--- src/rtl/dmac_cfg_if.sv ---
// APB completer bus bundle for the DMA configuration block.
// Latency: n/a (wiring only).
// Backpressure: the completer stretches the access phase by holding pready low.
//
// Signals:
//   psel, penable, pwrite  requester control
//   paddr, pwdata          requester address / write data (32b)
//   pready, prdata         completer ready / read data (32b)
//   pslverr                completer error response
interface dmac_cfg_if;
  logic        psel;
  logic        penable;
  logic        pwrite;
  logic [31:0] paddr;
  logic [31:0] pwdata;
  logic        pready;
  logic [31:0] prdata;
  logic        pslverr;

  modport master (
    output psel, penable, pwrite, paddr, pwdata,
    input  pready, prdata, pslverr
  );

  modport slave (
    input  psel, penable, pwrite, paddr, pwdata,
    output pready, prdata, pslverr
  );
endinterface

--- src/rtl/dmac_cfg.sv ---
// APB register file holding the DMA source/destination/length and a start command.
// Latency: access completes WAIT_STATES cycles after the first access cycle; start_o one cycle after completion.
// Backpressure: pready held low for WAIT_STATES access cycles; requester must hold the access stable.
//
// Ports:
//   clk, rst        single clock, synchronous active-high reset
//   apb             APB completer (dmac_cfg_if.slave)
//   src_addr_o      DMA source address register
//   dst_addr_o      DMA destination address register
//   byte_len_o      DMA transfer length register (16b)
//   start_o         one-cycle start pulse to the DMA engine
//   done_i          engine idle/done (1 = idle)
module dmac_cfg #(
  parameter int unsigned WAIT_STATES = 0,
  parameter logic [31:0] VERSION     = 32'h0001_2024
) (
  input  logic              clk,
  input  logic              rst,
  dmac_cfg_if.slave         apb,
  output logic [31:0]       src_addr_o,
  output logic [31:0]       dst_addr_o,
  output logic [15:0]       byte_len_o,
  output logic              start_o,
  input  logic              done_i
);

  typedef enum logic {
    S_IDLE,
    S_ACCESS
  } state_t;

  localparam logic [2:0] WS = 3'(WAIT_STATES);

  localparam logic [11:0] A_VERSION = 12'h000;
  localparam logic [11:0] A_SRC     = 12'h100;
  localparam logic [11:0] A_DST     = 12'h104;
  localparam logic [11:0] A_LEN     = 12'h108;
  localparam logic [11:0] A_CMD     = 12'h10C;
  localparam logic [11:0] A_STATUS  = 12'h110;

  state_t      r_state;
  state_t      w_state_nxt;
  logic [2:0]  r_wait_cnt;
  logic [2:0]  w_wait_cnt_nxt;

  logic [31:0] r_src;
  logic [31:0] r_dst;
  logic [15:0] r_len;
  logic        r_start;

  logic [11:0] w_off;
  logic        w_pready;
  logic [31:0] w_rdata;
  logic        w_err;
  logic        w_wr_en;
  logic        w_unused;

  // Only the low 12 address bits take part in decode.
  assign w_off    = apb.paddr[11:0];
  assign w_unused = ^apb.paddr[31:12];

  // Completion is forced low while in reset so nothing leaks onto the bus.
  assign w_pready = (r_state == S_ACCESS) && apb.psel && apb.penable &&
                    (r_wait_cnt == WS) && !rst;

  // Read mux and error classification for the addressed register.
  always_comb begin
    w_rdata = '0;
    w_err   = 1'b0;
    case (w_off)
      A_VERSION: begin
        w_rdata = VERSION;
        w_err   = apb.pwrite;
      end
      A_SRC:     w_rdata = r_src;
      A_DST:     w_rdata = r_dst;
      A_LEN:     w_rdata = {16'h0000, r_len};
      // A start request while the engine is busy is refused.
      A_CMD:     w_err = !apb.pwrite || (apb.pwdata[0] && !done_i);
      A_STATUS: begin
        w_rdata = {31'h0, done_i};
        w_err   = apb.pwrite;
      end
      default:   w_err = 1'b1;
    endcase
  end

  // Erroring accesses never touch state.
  assign w_wr_en = w_pready && apb.pwrite && !w_err;

  assign apb.pready  = w_pready;
  assign apb.prdata  = (w_pready && !apb.pwrite) ? w_rdata : 32'h0;
  assign apb.pslverr = w_pready && w_err;

  // Access FSM: next state and wait counter.
  always_comb begin
    w_state_nxt    = r_state;
    w_wait_cnt_nxt = r_wait_cnt;
    case (r_state)
      S_IDLE: begin
        if (apb.psel && !apb.penable) begin
          w_state_nxt    = S_ACCESS;
          w_wait_cnt_nxt = 3'd0;
        end
      end
      S_ACCESS: begin
        if (!apb.psel || w_pready) begin
          // Completion or requester abort.
          w_state_nxt = S_IDLE;
        end else if (apb.penable) begin
          w_wait_cnt_nxt = r_wait_cnt + 3'd1;
        end
      end
      default: w_state_nxt = S_IDLE;
    endcase
  end

  always_ff @(posedge clk) begin
    if (rst) begin
      r_state    <= S_IDLE;
      r_wait_cnt <= 3'd0;
    end else begin
      r_state    <= w_state_nxt;
      r_wait_cnt <= w_wait_cnt_nxt;
    end
  end

  // Register file and start pulse.
  always_ff @(posedge clk) begin
    if (rst) begin
      r_src   <= 32'h0;
      r_dst   <= 32'h0;
      r_len   <= 16'h0;
      r_start <= 1'b0;
    end else begin
      r_start <= w_wr_en && (w_off == A_CMD) && apb.pwdata[0];
      if (w_wr_en && (w_off == A_SRC)) r_src <= apb.pwdata;
      if (w_wr_en && (w_off == A_DST)) r_dst <= apb.pwdata;
      if (w_wr_en && (w_off == A_LEN)) r_len <= apb.pwdata[15:0];
    end
  end

  assign src_addr_o = r_src;
  assign dst_addr_o = r_dst;
  assign byte_len_o = r_len;
  assign start_o    = r_start;

endmodule

--- src/flat_wrapper.sv ---
// flat-port wrapper written by rule: the top's interface ports become plain ports
module dmac_cfg_flat 
#(
  parameter int unsigned WAIT_STATES = 0,
  parameter logic [31:0] VERSION     = 32'h0001_2024
)
  (clk, rst, src_addr_o, dst_addr_o, byte_len_o, start_o, done_i, apb_psel, apb_penable, apb_pwrite, apb_paddr, apb_pwdata, apb_pready, apb_prdata, apb_pslverr);
  dmac_cfg_if apb_i ();
  input  logic clk;
  input  logic rst;
  output logic [31:0] src_addr_o;
  output logic [31:0] dst_addr_o;
  output logic [15:0] byte_len_o;
  output logic start_o;
  input  logic done_i;
  input wire logic [$bits(apb_i.psel)-1:0] apb_psel;
  input wire logic [$bits(apb_i.penable)-1:0] apb_penable;
  input wire logic [$bits(apb_i.pwrite)-1:0] apb_pwrite;
  input wire logic [$bits(apb_i.paddr)-1:0] apb_paddr;
  input wire logic [$bits(apb_i.pwdata)-1:0] apb_pwdata;
  output wire logic [$bits(apb_i.pready)-1:0] apb_pready;
  output wire logic [$bits(apb_i.prdata)-1:0] apb_prdata;
  output wire logic [$bits(apb_i.pslverr)-1:0] apb_pslverr;
  assign apb_i.psel = apb_psel;
  assign apb_i.penable = apb_penable;
  assign apb_i.pwrite = apb_pwrite;
  assign apb_i.paddr = apb_paddr;
  assign apb_i.pwdata = apb_pwdata;
  assign apb_pready = apb_i.pready;
  assign apb_prdata = apb_i.prdata;
  assign apb_pslverr = apb_i.pslverr;
  dmac_cfg #(.WAIT_STATES(WAIT_STATES), .VERSION(VERSION)) u_core (.clk(clk), .rst(rst), .apb(apb_i), .src_addr_o(src_addr_o), .dst_addr_o(dst_addr_o), .byte_len_o(byte_len_o), .start_o(start_o), .done_i(done_i));
endmodule
--- config.mk ---
export PLATFORM = sky130hd
export DESIGN_NAME = dmac_cfg_flat
export DESIGN_NICKNAME = d
export VERILOG_FILES = /design/src/rtl/dmac_cfg_if.sv /design/src/rtl/dmac_cfg.sv /design/src/flat_wrapper.sv
export SDC_FILE = /design/constraint.sdc
export NUM_CORES = 1
export LEC_CHECK = 0
export CAP_MARGIN = 20
export CORE_UTILIZATION = 35
export DETAILED_ROUTE_END_ITERATION = 12
export DONT_BUFFER_PORTS = 1
export PLACE_DENSITY_LB_ADDON = 0.15
export SETUP_SLACK_MARGIN = 0.4
export SLEW_MARGIN = 10
export SYNTH_ARGS = -nofsm -noshare
export SYNTH_HDL_FRONTEND = slang
export SYNTH_SLANG_ARGS = --single-unit
--- constraint.sdc ---
create_clock -name clk -period 6 [get_ports clk]
set_clock_uncertainty 0.1 [all_clocks]
set_input_delay 0.9 -clock clk [delete_from_list [all_inputs] [get_ports clk]]
set_output_delay 0.9 -clock clk [all_outputs]
set_load 0.02 [all_outputs]
==> reports/metrics.cfg <==
[sta]
period_share_pct = 74.79
setup_violations = 0
rsz0062_at_grt = false
hold_violations = 0
fmaxAchievable_ghz = 0.2228
min_period_ps = 4488
tightest_slew_ps = 1044
max-slew-margin-rel_pct = 30.11
slew_viol_final = 0
setup_tns_ps = 0

[power_and_ir_drop]
peakVddDrop_mv = 0.1097
swShare_pct = 20.64
clockPowerShare_pct = 52.0
combPwrFrac_pct = 3.0
intPower_w = 0.0009979
power.switching_w = 0.0002595
seqPwrFrac_pct = 45.0
power_density_nw_per_um2 = 256.2
power_leakage_nw = 1.560

[floorplanning]
die_x_um = 115.3
chipHeight_um = 115.3
boundaryPins = 185
num_rows = 41
coreArea_um2 = 12570
start_util_pct = 35.75
die-area_um2 = 13290

[worst_setup_path]
critical_path_required_ps = 5000
cp-start-kind = input pin
worstSetupEndpointType = output pin
worst-setup-path-type = input pin to output pin
cp_max_fo = 34
cp.arrival_ps = 3490

[clock_tree]
clock-sinks = 85
cts_tree = built
cts_buffers = 9
postCtsHoldBufs = 0
clock_latency_ps = 340
clock_path_buffers = 2
root_buffer = clkbuf_16
cts_max_level = 3
cts-resized-gates = 0
postCtsSetupBuffers = 0
clkTransAtPathRegs_ps = 60

[yosys]
syn_avg_cell_area_um2 = 8.140
synth_cells = 552
synth.top_cell.area_share_pct = 37.87
post-synth-top-count-cell = dfxtp_1
synth_seq_cells = 85
synth_nets = 624
synth_area_um2 = 4493
yosys_warnings = 0
yosysSeqAreaShare_pct = 37.87
postSynth.asyncResetShare_pct = 0
netlist.top_cell.by_area = dfxtp_1
ys_top_cells_by_count = dfxtp_1, a21oi_1, nand4_1
ys.flop_type = dfxtp_1
yosys-top-cells-area = dfxtp_1, a21oi_1, nand4_1
synth-edff-count = 0
synth.distinct_cells = 51

[drt]
vias_per_cell = 6.117
drc = 0
drt-initial-drc-count = 329
totalWireLength_um = 16010
num_vias = 4227
drt_pass1_iterations = 5
antenna_left = 0
wl_met3_um = 1525
wl_met2_um = 7223
avgRoutedWirePerCell_um = 23.16
top_layer = met4
wl_met1_um = 7050

[global_route]
overflow = 0
grt_pass1_wl_um = 23860
grt_use_total_pct = 24.27
grt_max_degree = 104
first_global_vias = 3925
antenna_found_initial = 0

[finish]
n_antenna_cell = 0
fill_cells = 1312
syn2layout_area_growth_pct = 9.218
drive_gt1_share_pct = 9.056
final_cells = 691
nets = 586

[flow_run]
max_cap_viol_count = 0

[hold_path]
hold_class = register to register

[run_status]
status = complete, no violations

[placed_design]
dpl.cell_count = 673
port_buffers = 0
gp_congestion = 0.7788
hpwl_um = 9900

## registers in the layout (all words and copies together), names as in the netlist
| signal | flops |
|---|---|
| u_core.dst_addr_o | 32 |
| u_core.src_addr_o | 32 |
| u_core.byte_len_o | 16 |
| u_core.r_wait_cnt | 3 |
| u_core.r_state | 1 |
| u_core.start_o | 1 |
## power by group through the flow
stage | combinational (W) | clock (W) | sequential [W]
2_1_floorplan | 0.0000417 | 0 | 0.000578
3_3_place_gp | 0.0000365 | 0 | 0.000578
3_5_place_dp | 0.0000369 | 0 | 0.000578
4_1_cts | 0.0000370 | 0.000671 | 0.000565
5_1_grt | 0.0000407 | 0.000693 | 0.000565
6_report | 0.0000378 | 0.000654 | 0.000565
## layout make-up
| class | count | area [µm²] | share of cell area, % |
|---|---|---|---|
| Sequential cell | 85 | 1702 | 34.68 |
| Timing Repair Buffer | 8 | 67.56 | 1.377 |
| Clock buffer | 10 | 239.0 | 4.870 |
| Multi-Input combinational cell | 405 | 2556 | 52.09 |
| Clock inverter | 6 | 108.9 | 2.218 |
| Tap cell | 172 | 215.2 | 4.386 |
| Inverter | 5 | 18.77 | 0.3825 |
## path summary, 6_finish.rpt
| path | slack [ps] | cells after the start | endpoint | start |
|---|---|---|---|---|
| worst min-delay path | 370 | 2 | u_core.r_wait_cnt[1] | u_core.r_wait_cnt[1] |
| worst max-delay path | 1510 | 4 | apb_prdata[11] | apb_paddr[9] |
| worst min register to register | 370 | 2 | u_core.r_wait_cnt[1] | u_core.r_wait_cnt[1] |
| worst max register to register | 3310 | 7 | u_core.byte_len_o[14] | u_core.r_wait_cnt[0] |
## layout by cell type (no fill, tap or decap), types with 2 or more instances in the layout
master and instances:
dfxtp_1 85, a21oi_1 80, nand4_1 64, o21ai_0 44, nor2_1 37, nand2b_1 33, o21ai_1 30, mux2i_1 28
a22oi_1 15, nand2_1 11, clkbuf_16 9, buf_4 6, inv_1 5, nand3_1 4, nor4_1 4, and2_1 4
a22o_1 4, or4_4 3, bufinv_16 3, nor4_4 2, or3_1 2, xor2_1 2, o211ai_2 2, and3_1 2
nor2_4 2, o211ai_1 2, or3b_2 2, ha_1 2, clkinv_2 2, buf_6 2
## logic make-up (layout without fill, tap and decap cells)
| kind of cell | Yosys count | after routing | share of synthesized area (%) |
|---|---|---|---|
| AOI/OAI and AO/OA | 185 | 185 | 23.17 |
| buffers and inverters | 62 | 29 | 6.293 |
| xor gates and xnor gates | 3 | 3 | 0.5849 |
| muxes | 28 | 28 | 6.238 |
| DFF | 85 | 85 | 37.87 |
| and+or+nand+nor | 187 | 187 | 25.29 |
| adders and majority gates | 2 | 2 | 0.5569 |
## per-stage QoR
step                      util [%]   power, W  worst slack (ps)  instance area, µm²  hold WS, ps
after floorplan                  -  0.0006195              2344                4493        353.0
after global placement       36.10  0.0006144              1557                4537        365.9
after detailed placement     36.10  0.0006149              1512                4537        369.0
after CTS                    38.87   0.001273              1495                4885        377.5
after global routing         39.04   0.001299              1274                4907        408.4
final                        39.04   0.001257              1512                4907        371.6
## worst max-delay path, cell delays in order
cell and delay, ps:
nor4b_1 650, and3_2 860, o2111ai_2 570, nor2_1 500
## metal layers
layer	up-vias	global-route usage (%)
li1	1970	-
met1	2072	31.64
met2	171	36.53
met3	14	9.647
met4	0	7.619
met5	-	0
Power figures use the tool's default switching activity.
